==> config.mk <==
export PLATFORM = sky130hd
export DESIGN_NAME = reg_bank_arbiter
export DESIGN_NICKNAME = d
export VERILOG_FILES = /design/src/rtl/reg_bank_arbiter_pkg.sv /design/src/rtl/reg_cell.sv /design/src/rtl/reg_bank_arbiter.sv
export SDC_FILE = /design/constraint.sdc
export NUM_CORES = 1
export LEC_CHECK = 0
export CAP_MARGIN = 20
export CORE_UTILIZATION = 63
export DETAILED_ROUTE_END_ITERATION = 12
export PLACE_DENSITY_LB_ADDON = 0.2
export RECOVER_POWER = 100
export SLEW_MARGIN = 20
export SYNTH_ARGS = -nofsm -noshare
export SYNTH_HDL_FRONTEND = slang
export SYNTH_SLANG_ARGS = --single-unit
==> constraint.sdc <==
create_clock -name CLK -period 2.94 [get_ports CLK]
set_clock_uncertainty 0.05 [all_clocks]
set_input_delay 0.735 -clock CLK [delete_from_list [all_inputs] [get_ports CLK]]
set_output_delay 0.735 -clock CLK [all_outputs]
set_load 0.05 [all_outputs]
==> src/rtl/reg_bank_arbiter_pkg.sv <==
// Shared constants for the arbitrated register bank: FSM encoding, requester ids, defaults.
package reg_bank_arbiter_pkg;

    localparam int unsigned DEFAULT_WIDTH    = 16;
    localparam int unsigned DEFAULT_NUM_REGS = 8;

    localparam logic [1:0] ST_IDLE   = 2'd0;
    localparam logic [1:0] ST_ACCESS = 2'd1;
    localparam logic [1:0] ST_RESP   = 2'd2;

    localparam logic ID_A = 1'b0;
    localparam logic ID_B = 1'b1;

endpackage

==> src/rtl/reg_cell.sv <==
// One bank word: WIDTH-bit register with load enable and asynchronous active-low clear.
module reg_cell
    import reg_bank_arbiter_pkg::*;
#(
    parameter int unsigned WIDTH = DEFAULT_WIDTH
) (
    input  logic             clk_i,
    input  logic             rst_ni,
    input  logic             load_i,
    input  logic [WIDTH-1:0] d_i,
    output logic [WIDTH-1:0] q_o
);

    logic [WIDTH-1:0] q_q;

    always_ff @(posedge clk_i or negedge rst_ni) begin
        if (!rst_ni) begin
            q_q <= '0;
        end else if (load_i) begin
            q_q <= d_i;
        end
    end

    assign q_o = q_q;

endmodule

==> src/rtl/reg_bank_arbiter.sv <==
// Two-port round-robin arbiter serialising single-word read/write transactions onto
// a bank of load-enabled registers; one transaction every three cycles.
module reg_bank_arbiter
    import reg_bank_arbiter_pkg::*;
#(
    parameter  int unsigned WIDTH    = DEFAULT_WIDTH,
    parameter  int unsigned NUM_REGS = DEFAULT_NUM_REGS,
    localparam int unsigned AW       = $clog2(NUM_REGS)
) (
    input  logic             CLK,
    input  logic             RST_N,
    input  logic             REQ_A,
    input  logic             REQ_B,
    input  logic             WE_A,
    input  logic             WE_B,
    input  logic [AW-1:0]    ADDR_A,
    input  logic [AW-1:0]    ADDR_B,
    input  logic [WIDTH-1:0] DIN_A,
    input  logic [WIDTH-1:0] DIN_B,
    output logic             ACK_A,
    output logic             ACK_B,
    output logic [WIDTH-1:0] DOUT,
    output logic             BUSY
);

    localparam logic [AW:0] NREGS_W = (AW+1)'(NUM_REGS);

    logic [1:0]       state_q,    state_d;
    logic             pri_q,      pri_d;
    logic             win_q,      win_d;
    logic             cmd_we_q,   cmd_we_d;
    logic [AW-1:0]    cmd_addr_q, cmd_addr_d;
    logic [WIDTH-1:0] cmd_din_q,  cmd_din_d;
    logic [WIDTH-1:0] dout_q,     dout_d;
    logic             ack_a_q,    ack_a_d;
    logic             ack_b_q,    ack_b_d;
    logic             busy_q,     busy_d;

    logic             winner_c;
    logic             addr_ok_c;
    logic [WIDTH-1:0] rd_data_c;
    logic [NUM_REGS-1:0] load_c;
    logic [WIDTH-1:0] bank [NUM_REGS];

    // Register bank; only the addressed cell loads, and only during ACCESS of a write.
    for (genvar i = 0; i < NUM_REGS; i++) begin : g_cell
        assign load_c[i] = (state_q == ST_ACCESS) && cmd_we_q && (cmd_addr_q == AW'(i));

        reg_cell #(.WIDTH(WIDTH)) u_cell (
            .clk_i  (CLK),
            .rst_ni (RST_N),
            .load_i (load_c[i]),
            .d_i    (cmd_din_q),
            .q_o    (bank[i])
        );
    end

    // Read mux; addresses past the bank read as zero.
    always_comb begin
        addr_ok_c = ({1'b0, cmd_addr_q} < NREGS_W);
        rd_data_c = '0;
        if (addr_ok_c) begin
            rd_data_c = bank[cmd_addr_q];
        end
    end

    always_ff @(posedge CLK or negedge RST_N) begin
        if (!RST_N) begin
            state_q    <= ST_IDLE;
            pri_q      <= ID_A;
            win_q      <= ID_A;
            cmd_we_q   <= 1'b0;
            cmd_addr_q <= '0;
            cmd_din_q  <= '0;
            dout_q     <= '0;
            ack_a_q    <= 1'b0;
            ack_b_q    <= 1'b0;
            busy_q     <= 1'b0;
        end else begin
            state_q    <= state_d;
            pri_q      <= pri_d;
            win_q      <= win_d;
            cmd_we_q   <= cmd_we_d;
            cmd_addr_q <= cmd_addr_d;
            cmd_din_q  <= cmd_din_d;
            dout_q     <= dout_d;
            ack_a_q    <= ack_a_d;
            ack_b_q    <= ack_b_d;
            busy_q     <= busy_d;
        end
    end

    // Next-state, arbitration and command latch.
    always_comb begin
        state_d    = state_q;
        pri_d      = pri_q;
        win_d      = win_q;
        cmd_we_d   = cmd_we_q;
        cmd_addr_d = cmd_addr_q;
        cmd_din_d  = cmd_din_q;
        dout_d     = dout_q;
        ack_a_d    = 1'b0;
        ack_b_d    = 1'b0;
        winner_c   = (REQ_A && (!REQ_B || (pri_q == ID_A))) ? ID_A : ID_B;

        case (state_q)
            ST_IDLE: begin
                if (REQ_A || REQ_B) begin
                    win_d      = winner_c;
                    pri_d      = ~winner_c;
                    cmd_we_d   = (winner_c == ID_A) ? WE_A   : WE_B;
                    cmd_addr_d = (winner_c == ID_A) ? ADDR_A : ADDR_B;
                    cmd_din_d  = (winner_c == ID_A) ? DIN_A  : DIN_B;
                    state_d    = ST_ACCESS;
                end
            end
            ST_ACCESS: begin
                if (!cmd_we_q) begin
                    dout_d = rd_data_c;
                end
                ack_a_d = (win_q == ID_A);
                ack_b_d = (win_q == ID_B);
                state_d = ST_RESP;
            end
            ST_RESP: begin
                state_d = ST_IDLE;
            end
            default: begin
                state_d = ST_IDLE;
            end
        endcase

        busy_d = (state_d != ST_IDLE);
    end

    assign ACK_A = ack_a_q;
    assign ACK_B = ack_b_q;
    assign DOUT  = dout_q;
    assign BUSY  = busy_q;

endmodule

After elaboration in Yosys (flattened, before gate mapping)
Cells that the tools add are included.

Order comparisons: 1. Equal/unequal tests: 8. Muxes and demuxes: 11. Bitwise gates (word level): 4. Reductions and logical operators: 18.

Operators by type and width (count): 16-bit binary-select mux with 3-bit select (1); 16-bit two-way mux (3); 3-bit equality test, second input constant (4); 1-bit logical AND (10); 3-bit by 2-bit equality test with 1-bit output, second input constant (2); 4-bit >= comparator, second input constant (1); 1-bit two-way mux (4); 3-bit inverter with 4-bit output (1); 2-bit one-hot mux with 2 select lines (1); 2-bit AND reduction (2); 3-bit by 1-bit equality test with 1-bit output, second input constant (1); 3-bit zero test (1); 3-bit two-way mux (1); 1-bit inverter (3); 2-bit by 1-bit equality test with 1-bit output, second input constant (1); 2-bit zero test (1); 1-bit logical OR (2); 2-bit two-way mux (1); 2-bit nonzero test (1); 1-bit zero test (1).

Register bits: 171. Output and inout port bits: 19.

Logic depth before layout (Yosys ltp)
Gate-level depths: netlist of run 1.

Word-level depth: 4. Mapped depth: 6.

Cells and area by module
From an unflattened synthesis of run 1, not the netlist that was laid out.

Cells, all modules: 552. Area, all modules: 7992.7 um2.

By module, submodules not included: reg_cell (times used 8, cells each 34, area each 649.4 um2, seq. area each 400.4 um2); reg_bank_arbiter (times used 1, cells each 280, area each 2797.7 um2, seq. area each 1076.0 um2).

Worst setup path after synthesis of run 1
OpenSTA, ideal clock, no wires.

Kind: register to register. From: register cmd_addr_q[2]. To: register g_cell[3].u_cell.q_q[10]. Arrival time: 1560 ps. Data required time: 2765 ps. Setup slack: 1205 ps. Stages on the path, launching flop included: 7. Path buffers: 3. Clock period less this slack: 1735 ps. Path through: dfrtp_1 -> buf_6 -> and4bb_4 -> and3_4 -> buf_8 -> buf_12 -> mux2_4.

Longest elaborated chain between the ends: 2.

Ends and longest elaborated chain: start, declared (RTL line reg_bank_arbiter.sv:32) `logic [AW-1:0] cmd_addr_q, cmd_addr_d;`; start signal, assigned (RTL line reg_bank_arbiter.sv:84) `cmd_addr_q <= cmd_addr_d;`; 3-bit by 2-bit equality test with 1-bit output (RTL line reg_bank_arbiter.sv:47) `assign load_c[i] = (state_q == ST_ACCESS) && cmd_we_q && (cmd_addr_q == AW'(i));`; 1-bit logical AND (RTL line reg_bank_arbiter.sv:47); end signal, assigned (RTL line reg_cell.sv:20) `q_q <= d_i;`; end, declared (RTL line reg_cell.sv:14) `logic [WIDTH-1:0] q_q;`.

No other way between the ends. A chain may end at the register's enable or synchronous reset.

Worst setup path after layout of run 1
From: register cmd_addr_q[1]. To: register g_cell[6].u_cell.q_q[14].

Longest elaborated chain between the ends: 2.

Ends and longest elaborated chain (RTL line): 3-bit equality test (reg_bank_arbiter.sv:47); 1-bit logical AND (reg_bank_arbiter.sv:47); end signal, assigned (reg_cell.sv:20); end, declared (reg_cell.sv:14).

No other way between the ends.

==> results of run 1 <==
[cells by family (layout without fill, tap and decap cells)]
family / after synthesis / in the layout
compound gates: 90 / 90
simple gates: 46 / 46
flops: 171 / 171
mux: 192 / 192
buf+inv: 39 / 108
[where the power goes]
| part | total (mW) | leakage (nW) | switching [mW] | internal (mW) |
|---|---|---|---|---|
| Clock | 2.28 | 0.297 | 0.898 | 1.38 |
| Sequential | 3.96 | 2.24 | 0.809 | 3.15 |
| Combinational | 3.18 | 1.72 | 1.61 | 1.57 |
[how the worst min path moves through the flow]
stage | end | slack [ns] | cells after the start
2_1_floorplan | ACK_A | 0.37 | 1
3_3_place_gp | ACK_A | 0.39 | 1
3_5_place_dp | ACK_A | 0.41 | 1
4_1_cts | DOUT[3] | 0.25 | 1
5_1_grt | ACK_A | 0.45 | 1
6_report | ACK_A | 0.41 | 1
[flip-flops by register name (all words and copies together), names as in the netlist]
name / count
cmd_addr_q: 3
BUSY: 1
g_cell.u_cell.q_o: 128
pri_q: 1
cmd_we_q: 1
DOUT: 16
ACK_B: 1
cmd_din_q: 16
state_q: 2
win_q: 1
ACK_A: 1
[metrics by stage]
stage / cell area (um2) / setup slack, ns
2_1_floorplan: 7750 / 1.21
3_3_place_gp: 8410 / 0.671
3_5_place_dp: 8410 / 0.617
4_1_cts: 9010 / 0.508
5_1_grt: 8910 / 0.261
6_report: 8910 / 0.359
[layer usage]
layer | track usage [%] | vias up
met5 | 0 | -
met4 | 12.2 | 0
met3 | 7.18 | 33
met2 | 46.3 | 155
met1 | 38.1 | 2490
li1 | - | 2124
[layout by cell type, fill, tap and decap left out, drive strengths merged, types with 2 or more instances in the layout]
cell           count
nand3b             2
mux2i             32
nand2b             4
nor3b              2
nor2               5
and3               3
dfrtp            171
inv                2
clkbuf            29
a221o             20
a21o               2
a22o              16
mux2             160
dlygate4sd3       20
a21boi            20
clkdlybuf4s50     41
buf                5
bufinv             3
nand2             22
nor2b              2
o22ai             16
clkinv             7
o31ai             16
[layout make-up]
class	instances	area [um2]	area share, %
Multi-Input combinational cell	328	3130	35.1
Sequential cell	171	4280	48.0
Timing Repair Buffer	74	703	7.89
Clock inverter	11	144	1.61
Tap cell	147	184	2.06
Clock buffer	21	460	5.17
Inverter	2	7.51	0.0843
==> results.md, run 1 <==
* Avg Vias per Cell at 6.37
* Number of library cell types mapped by synthesis at 34
* Post-DRT Antenna Nets at 0
* Main synth FF type: dfrtp_1
* Share of Yosys cell area claimed by the top area cell type at 55.2%
* Slowest cell on the critical path: dfrtp_2
* Clock tree from TritonCTS: yes
* Post-CTS setup repair buffer count at 0
* GRT Residual Overflow at 0
* Critical Path Sink: g_cell[6].u_cell.q_o[14]
* Total wirelength of the detailed-routed design at 16700 um
* Number of antenna violations at the first check in global routing at 0
* Worst R2R Start: cmd_addr_q[1]
* Slew at the pin closest to its max-slew limit at 1.49 ns
* Start point of the worst min-delay path: win_q
* Final Hold Vio Count at 0
* CP Cell Sequence: nor3b_1, clkbuf_2, mux2_2
* Synthesized Nets at 582
* Total number of vias at 4802
* Core utilization of the finished layout at 74.2%
* Ranking of synthesized cells by instance count: dfrtp_1, mux2_2, mux2i_1
* Fmax at 387 MHz
* All-layer global routing usage at 28.9%
* CP startpoint kind: flip-flop
* Dominant combinational cell family by area after synthesis: multiplexers
* Number of placement rows at 40
* Clock sink total at 171
* Bufs and invs on worst path at 1
* Pre-Repair DR Iteration Count at 4
* Unrepaired setup endpoints after global routing: no
* Final-stage net count at 638
* Post-synthesis sequential element count at 171
* Biggest area consumer among synthesized cells: dfrtp_1
* Placed Cells incl. Taps at 722
* Ratio of cells with drive above 1 in the final layout at 33.1%
* # DRC at 0
* Final number of setup-violating endpoints at 0
* Later-pin clock latency in the skew report at 0.42 ns
* Met3 Routed Length at 944 um
* Total of buffers placed on input and output ports at 62
* Pwr per Cell Area at 1060 nW/um2
* Cell depth of the worst flop-to-flop path at 3
* Worst Hold Class: reg2reg
* Final max-slew violation count at 0
* Result of the run: completed
* Max layer used: met4
* Worst-case clock buffer depth at 2
* Detail Placement HPWL at 10500 um
* Minimum period implied by the final worst setup slack at 2.58 ns
* Xor-xnor portion of the synthesized cell area at 0%
* Share of cell area taken by muxes after synthesis at 27.8%
* Post-Syn Area at 7750 um2
* Pwr Total at 9.41 mW
* Post-route met1 wirelength at 7220 um
* First-pass GRT wire length at 27400 um
* Synth Area in Compound Gates at 9.36%
* Crit. End Element: flip-flop
* Leakage power figure at 4.26 nW
* Post-synthesis async set-or-reset flop share at 100%
* Endpoint required time on the critical path at 3.20 ns
* Crit path largest cell delay at 1.11 ns
* Maximum ir drop on the vdd rail at 0.617 mV
* Clock tree root buffer cell: clkbuf_16
* Worst hold slack across all endpoints at 0.414 ns
* Die extent in y at 113 um
* GPL Wtd Cong at 0.776
* Sequential share of the synthesized area at 55.2%
* Number of CTS-inserted buffers at 17
* Final clock period utilization by the worst path at 87.8%
* CP Data Arrival Time at 2.84 ns
* PostCTS Resize Cnt at 0
* Final cell count without fillers at 754
* Number of hold buffers added after CTS at 0
* Overall die width at 113 um
* Number of enable-type register cells in the synthesized netlist at 0
* Worst reg2reg setup slack at 0.36 ns
* Critical path depth at 3
* Top cells by area, synth: dfrtp_1, mux2_2, mux2i_1, a221o_1, a21boi_0
* Starting DRC count in detailed routing at 265
* Layout overhead on the synthesized area at 14.9%
* Largest net degree at the start of global routing at 61
* CP Launch Point: cmd_addr_q[1]
* Number of global-route vias before repair at 5153
* Antenna fix cells at 0
* Yosys warnings at 0
* WS Path Type: reg2reg
* Clock input transition at the sequential cells of the worst setup and hold paths at 0.06 ns
* Max-cap violations at 0
* Max transition margin at 0.415%
* Average cell area after synthesis at 14.4 um2
* Core footprint at 12000 um2
* Die area at 12800 um2
* Starting density of the core at 64.6%
* Cell count after synthesis at 538
* Ports at 63
* Basic-gate share of the synthesized area counting and, or, nand and nor cells at 4.05%
* Routed met2 length at 8240 um
* Dominant cell by count in the synthesized netlist: dfrtp_1
* Terminus of the critical flop-to-flop path: g_cell[6].u_cell.q_o[14]
* Setup tns final at 0 ns
* Total number of H-tree levels at 4
* Crit path max fanout at 43
* Fill cell instance count of the final layout at 759
* Routed length per placed instance at 22.2 um
* Adder and majority gate portion of the synthesized area at 0%
* Top cell family by delay on the critical path: flip-flops
No activity file was read; power rests on OpenSTA's default activity.
==> run 2, diff against run 1 <==
==> constraint.sdc (replaced) <==
create_clock -name CLK -period 2.94 [get_ports CLK]
set_clock_uncertainty 0.05 [all_clocks]
set_input_delay 0.735 -clock CLK [delete_from_list [all_inputs] [get_ports CLK]]
set_output_delay 0.735 -clock CLK [all_outputs]
set_load 0.005 [all_outputs]
==> results.md, run 2 (synthesis gave the netlist of run 1 again) <==
* Result of the run: finished with violations (was completed)
* Violated checks: max-capacitance violations, max-slew violations
* Terminus of the critical flop-to-flop path: g_cell[3].u_cell.q_o[15] (was g_cell[6].u_cell.q_o[14])
* Placed Cells incl. Taps at 722 (unchanged)
* Most used cells in the layout excluding fill and tap cells: dfrtp_1, mux2_2, clkdlybuf4s50_1, mux2i_1, nand2_1 (unchanged)
* Cell depth of the worst flop-to-flop path at 2 (was 3)
* Fill cell instance count of the final layout at 755 (was 759)
* Clock tree root buffer cell: clkbuf_16 (unchanged)
* Starting density of the core at 64.6% (unchanged)
* Crit path largest cell delay at 1.12 ns (was 1.11 ns)
* Worst-case clock buffer depth at 2 (unchanged)
* Final number of setup-violating endpoints at 0 (unchanged)
* Crit. End Element: flip-flop (unchanged)
* Number of antenna violations at the first check in global routing at 0 (unchanged)
* Total wirelength of the detailed-routed design at 16800 um (was 16700 um)
* Pre-Repair DR Iteration Count at 5 (was 4)
* CP Data Arrival Time at 2.69 ns (was 2.84 ns)
* Critical Path Sink: g_cell[3].u_cell.q_o[15] (was g_cell[6].u_cell.q_o[14])
* Post-DRT Antenna Nets at 0 (unchanged)
* Top cell family by delay on the critical path: flip-flops (unchanged)
* Pwr per Cell Area at 1010 nW/um2 (was 1060 nW/um2)
* Total number of vias at 4757 (was 4802)
* Clock sink total at 171 (unchanged)
* Global-route track usage on met2 at 46.3% (unchanged)
* Final cell count without fillers at 754 (unchanged)
* Avg Vias per Cell at 6.31 (was 6.37)
* Clock input transition at the sequential cells of the worst setup and hold paths at 0.06 ns (about the same)
* Total number of H-tree levels at 4 (unchanged)
* Final clock period utilization by the worst path at 82.6% (was 87.8%)
* GR Util met1 at 38.1% (unchanged)
* Worst hold slack across all endpoints at 0.412 ns (was 0.414 ns)
* Die extent in y at 113 um (unchanged)
* Number of flip-flops under the largest register name at 128 (unchanged)
* Die area at 12800 um2 (unchanged)
* Area of the multi-input gates at 3130 um2 (unchanged)
* Met3 Usage GRT at 7.18% (unchanged)
* Sw power at 2.96 mW (was 3.32 mW)
* Crit path max fanout at 43 (unchanged)
* Overall die width at 113 um (unchanged)
* Unrepaired setup endpoints after global routing: no (unchanged)
* Sequential fraction of design power at 43.7% (was 42.1%)
* Most common library cell in the layout ignoring fill and taps: dfrtp_1 (unchanged)
* Endpoint required time on the critical path at 3.20 ns (about the same)
* Maximum ir drop on the vdd rail at 0.617 mV (about the same)
* Core footprint at 12000 um2 (unchanged)
* Later-pin clock latency in the skew report at 0.42 ns (about the same)
* WS Path Type: reg2reg (unchanged)
* CP Cell Sequence: and3_2, mux2_2 (was nor3b_1, clkbuf_2, mux2_2)
* Starting DRC count in detailed routing at 236 (was 265)
* Number of global-route vias before repair at 5153 (unchanged)
* Most utilized layer in the global route result: met2 (unchanged)
* Post-CTS setup repair buffer count at 0 (unchanged)
* Critical path depth at 2 (was 3)
* Ratio of cells with drive above 1 in the final layout at 33.1% (unchanged)
* Part of the total power dissipated in combinational logic at 31.2% (was 33.8%)
* Ports at 63 (unchanged)
* Number of placement rows at 40 (unchanged)
* Area taken by flip-flops and latches at 4280 um2 (unchanged)
* Bufs and invs on worst path at 0 (was 1)
* Fraction of power consumed by the clock network at 25.1% (was 24.2%)
* Leakage power figure at 4.27 nW (was 4.26 nW)
* Worst R2R Start: cmd_addr_q[1] (unchanged)
* Total of buffers placed on input and output ports at 62 (unchanged)
* Detail Placement HPWL at 10500 um (unchanged)
* Area after DPL at 8410 um2 (unchanged)
* Layout overhead on the synthesized area at 15.2% (was 14.9%)
* Routed length per placed instance at 22.3 um (was 22.2 um)
* Cell internal pwr at 6.10 mW (about the same)
* Final-stage net count at 638 (unchanged)
* Number of hold buffers added after CTS at 0 (unchanged)
* First-pass GRT wire length at 27400 um (unchanged)
* Fmax at 412 MHz (was 387 MHz)
* Largest net degree at the start of global routing at 61 (unchanged)
* Setup Slack @ Placement at 0.617 ns (unchanged)
* Max transition margin at -1.82% (was 0.415%)
* GRT Residual Overflow at 0 (unchanged)
* Final Hold Vio Count at 0 (unchanged)
* GPL Wtd Cong at 0.776 (unchanged)
* Worst Hold Class: reg2reg (unchanged)
* Slowest cell on the critical path: dfrtp_2 (unchanged)
* All-layer global routing usage at 28.9% (unchanged)
* Final max-slew violation count at 59 (was 0)
* Slew at the pin closest to its max-slew limit at 1.53 ns (was 1.49 ns)
* Max-cap violations at 1 (was 0)
* Clock tree from TritonCTS: yes (unchanged)
* PostCTS Resize Cnt at 0 (unchanged)
* CP Launch Point: cmd_addr_q[1] (unchanged)
* Minimum period implied by the final worst setup slack at 2.43 ns (was 2.58 ns)
* CP startpoint kind: flip-flop (unchanged)
* Number of CTS-inserted buffers at 17 (unchanged)
* Antenna fix cells at 0 (unchanged)
* Setup tns final at 0 ns (unchanged)
* Least setup slack across all paths after layout at 0.510 ns (was 0.359 ns)
* Worst reg2reg setup slack at 0.51 ns (was 0.36 ns)
* Switching Share at 32.6% (was 35.3%)
* Cell area after layout at 8930 um2 (was 8910 um2)
* # DRC at 0 (unchanged)
-- run 2: per-layer routing --
metal	vias up	routed length, um	part of all wire [%]
li1	2118	-	-
met1	2453	7350	44
met2	151	8150	49
met3	35	927	5.5
met4	0	356	2.1
met5	-	0	0
-- run 2: final cells by class --
class	instances	share of cell area, %
timing repair buffer	74	8.15
tap	147	2.06
inverter	2	0.0840
sequential	171	47.9
clock buffer	21	5.15
multi-input combinational	328	35.0
clock inverter	11	1.61
-- run 2: worst min-delay path by stage --
stage | startpoint | endpoint | slack (ns) | depth (start not counted)
2_1_floorplan | win_q | ACK_A | 0.37 | 1
3_3_place_gp | win_q | ACK_A | 0.39 | 1
3_5_place_dp | win_q | ACK_A | 0.41 | 1
4_1_cts | RST_N | DOUT[3] | 0.25 | 1
5_1_grt | win_q | ACK_A | 0.45 | 1
6_report | win_q | ACK_A | 0.41 | 1
-- run 2: power groups by stage --
stage                     logic, mW  clock network (mW)  registers [mW]
after floorplan                2.30                   0            3.60
after global placement         2.77                   0            3.93
after detailed placement       2.88                   0            4.01
after CTS                      2.90                2.30            3.98
after global routing           3.06                2.39            4.09
final                          2.82                2.27            3.96
-- run 2: through the flow --
stage / util [%] / power, mW
global route: 74.4 / 9.54
CTS: 75.1 / 9.18
global placement: 70.0 / 6.71
finish: 74.4 / 9.06
floorplan: - / 5.90
detailed placement: 70.0 / 6.89
-- run 2: worst register-to-register path: cells and delay by family (launching register included) --
family,cells,cell delay [ns]
mux,1,0.41
simple gates,1,0.73
flops,1,1.12
==> run 3, diff against run 2 <==
--- a/config.mk
+++ b/config.mk
@@ -6,7 +6,7 @@
 export NUM_CORES = 1
 export LEC_CHECK = 0
 export CAP_MARGIN = 20
-export CORE_UTILIZATION = 63
+export CORE_UTILIZATION = 58
 export DETAILED_ROUTE_END_ITERATION = 12
 export PLACE_DENSITY_LB_ADDON = 0.2
 export RECOVER_POWER = 100
==> constraint.sdc (replaced) <==
create_clock -name CLK -period 2.3 [get_ports CLK]
set_clock_uncertainty 0.05 [all_clocks]
set_input_delay 0.575 -clock CLK [delete_from_list [all_inputs] [get_ports CLK]]
set_output_delay 0.575 -clock CLK [all_outputs]
set_load 0.005 [all_outputs]
==> results.md, run 3 (synthesis gave the netlist of run 1 again) <==
* Most used cells in the layout excluding fill and tap cells: dfrtp_1, mux2_2, clkdlybuf4s50_1, mux2i_1, nand2_1 (unchanged)
* Leakage power figure at 4.25 nW (was 4.27 nW)
* Total of buffers placed on input and output ports at 62 (unchanged)
* Post-DRT Antenna Nets at 0 (unchanged)
* Minimum period implied by the final worst setup slack at 2.06 ns (was 2.43 ns)
* Total wirelength of the detailed-routed design at 16900 um (was 16800 um)
* WS Path Type: reg2reg (unchanged)
* Number of global-route vias before repair at 5173 (was 5153)
* Die area at 13800 um2 (was 12800 um2)
* Slew at the pin closest to its max-slew limit at 1.19 ns (was 1.53 ns)
* Endpoint required time on the critical path at 2.55 ns (was 3.20 ns)
* Worst Hold Class: in2async (was reg2reg)
* Final max-slew violation count at 0 (was 59)
* Layout overhead on the synthesized area at 15.6% (was 15.2%)
* Ports at 63 (unchanged)
* PostCTS Resize Cnt at 0 (unchanged)
* Starting density of the core at 60.5% (was 64.6%)
* Clock tree root buffer cell: clkbuf_16 (unchanged)
* Die extent in y at 118 um (was 113 um)
* Ratio of cells with drive above 1 in the final layout at 32.5% (was 33.1%)
* Fmax at 485 MHz (was 412 MHz)
* Fill cell instance count of the final layout at 910 (was 755)
* Total number of vias at 4759 (was 4757)
* Number of placement rows at 41 (was 40)
* Starting DRC count in detailed routing at 324 (was 236)
* Maximum ir drop on the vdd rail at 0.873 mV (was 0.617 mV)
* # DRC at 0 (unchanged)
* CP Data Arrival Time at 2.31 ns (was 2.69 ns)
* Worst reg2reg setup slack at 0.24 ns (was 0.51 ns)
* Max transition margin at 20.8% (was -1.82%)
* Worst hold slack across all endpoints at 0.343 ns (was 0.412 ns)
* Total number of H-tree levels at 4 (unchanged)
* Overall die width at 118 um (was 113 um)
* Worst-case clock buffer depth at 2 (unchanged)
* Max-cap violations at 0 (was 1)
* Final number of setup-violating endpoints at 0 (unchanged)
* GPL Wtd Cong at 0.760 (was 0.776)
* Final-stage net count at 644 (was 638)
* Least setup slack across all paths after layout at 0.238 ns (was 0.510 ns)
* Clock sink total at 171 (unchanged)
* Pwr per Cell Area at 1290 nW/um2 (was 1010 nW/um2)
* Routed length per placed instance at 21.6 um (was 22.3 um)
* First-pass GRT wire length at 27900 um (was 27400 um)
* Unrepaired setup endpoints after global routing: no (unchanged)
* Setup Slack @ Placement at 0.120 ns (was 0.617 ns)
* Avg Vias per Cell at 6.06 (was 6.31)
* Clock tree from TritonCTS: yes (unchanged)
* Most common library cell in the layout ignoring fill and taps: dfrtp_1 (unchanged)
* Area taken by flip-flops and latches at 4280 um2 (about the same)
* Final Hold Vio Count at 0 (unchanged)
* Pre-Repair DR Iteration Count at 4 (was 5)
* Final clock period utilization by the worst path at 89.7% (was 82.6%)
* Core footprint at 12800 um2 (was 12000 um2)
* Crit. End Element: flip-flop (unchanged)
* Area of the multi-input gates at 3100 um2 (was 3130 um2)
* Later-pin clock latency in the skew report at 0.42 ns (about the same)
* Detail Placement HPWL at 11000 um (was 10500 um)
* Number of flip-flops under the largest register name at 128 (unchanged)
* Crit path max fanout at 16 (was 43)
* Number of CTS-inserted buffers at 17 (unchanged)
* Pwr Total at 11.6 mW (was 9.06 mW)
* Result of the run: completed (was finished with violations)
* All-layer global routing usage at 26.4% (was 28.9%)
* Clock input transition at the sequential cells of the worst setup and hold paths at 0.06 ns (about the same)
* Post-CTS setup repair buffer count at 0 (unchanged)
* Number of antenna violations at the first check in global routing at 0 (unchanged)
* Antenna fix cells at 0 (unchanged)
* CP startpoint kind: flip-flop (unchanged)
* Number of hold buffers added after CTS at 0 (unchanged)
* GRT Residual Overflow at 0 (unchanged)
* Largest net degree at the start of global routing at 66 (was 61)
* Setup tns final at 0 ns (unchanged)
==> run 3: final cells by class <==
cell class                      instances  area share [%]
Sequential cell                       171            47.7
Timing Repair Buffer                   80            8.56
Inverter                                2          0.0838
Tap cell                              172            2.40
Multi-Input combinational cell        328            34.6
Clock inverter                         11            1.61
Clock buffer                           21            5.03
==> run 3: report_power, final <==
part           total (mW)  internal (mW)  leakage [nW]  switching [mW]
combinational        3.76           2.02          1.72            1.74
clock                2.86           1.74         0.291            1.13
sequential           4.94           4.03          2.24           0.907
total                11.6           7.78          4.25            3.77
==> run 3: metrics by stage <==
step / cell area (um2) / cells / utilization, %
floorplan: 7750 / 538 / -
global placement: 8500 / 753 / 66.3
detailed placement: 8500 / 753 / 66.3
CTS: 9090 / 785 / 70.9
global route: 8960 / 785 / 69.9
finish: 8960 / 785 / 69.9
==> run 3: layer usage <==
metal / global-route usage, % / part of all wire, %
met5: 0 / 0
met4: 10.6 / 1.8
met3: 4.60 / 4.2
met2: 43.0 / 50
met1: 35.2 / 44
==> run 3: path summary, 6_finish.rpt <==
kind                               start                 endpoint  depth (start not counted)
max                        cmd_addr_q[2]  g_cell[1].u_cell.q_o[0]                          3
min                                RST_N  g_cell[7].u_cell.q_o[0]                          1
max reg2reg                cmd_addr_q[2]  g_cell[1].u_cell.q_o[0]                          3
min reg2reg                        win_q                    ACK_A                          1
max in group asynchronous          RST_N  g_cell[7].u_cell.q_o[8]                          2
min in group CLK                   win_q                    ACK_A                          1
==> run 3: critical path, cell delays in order, from the launching register on <==
cell,delay [ns]
dfrtp_1,0.46
and4bb_1,0.41
nand3b_2,0.52
mux2_2,0.48
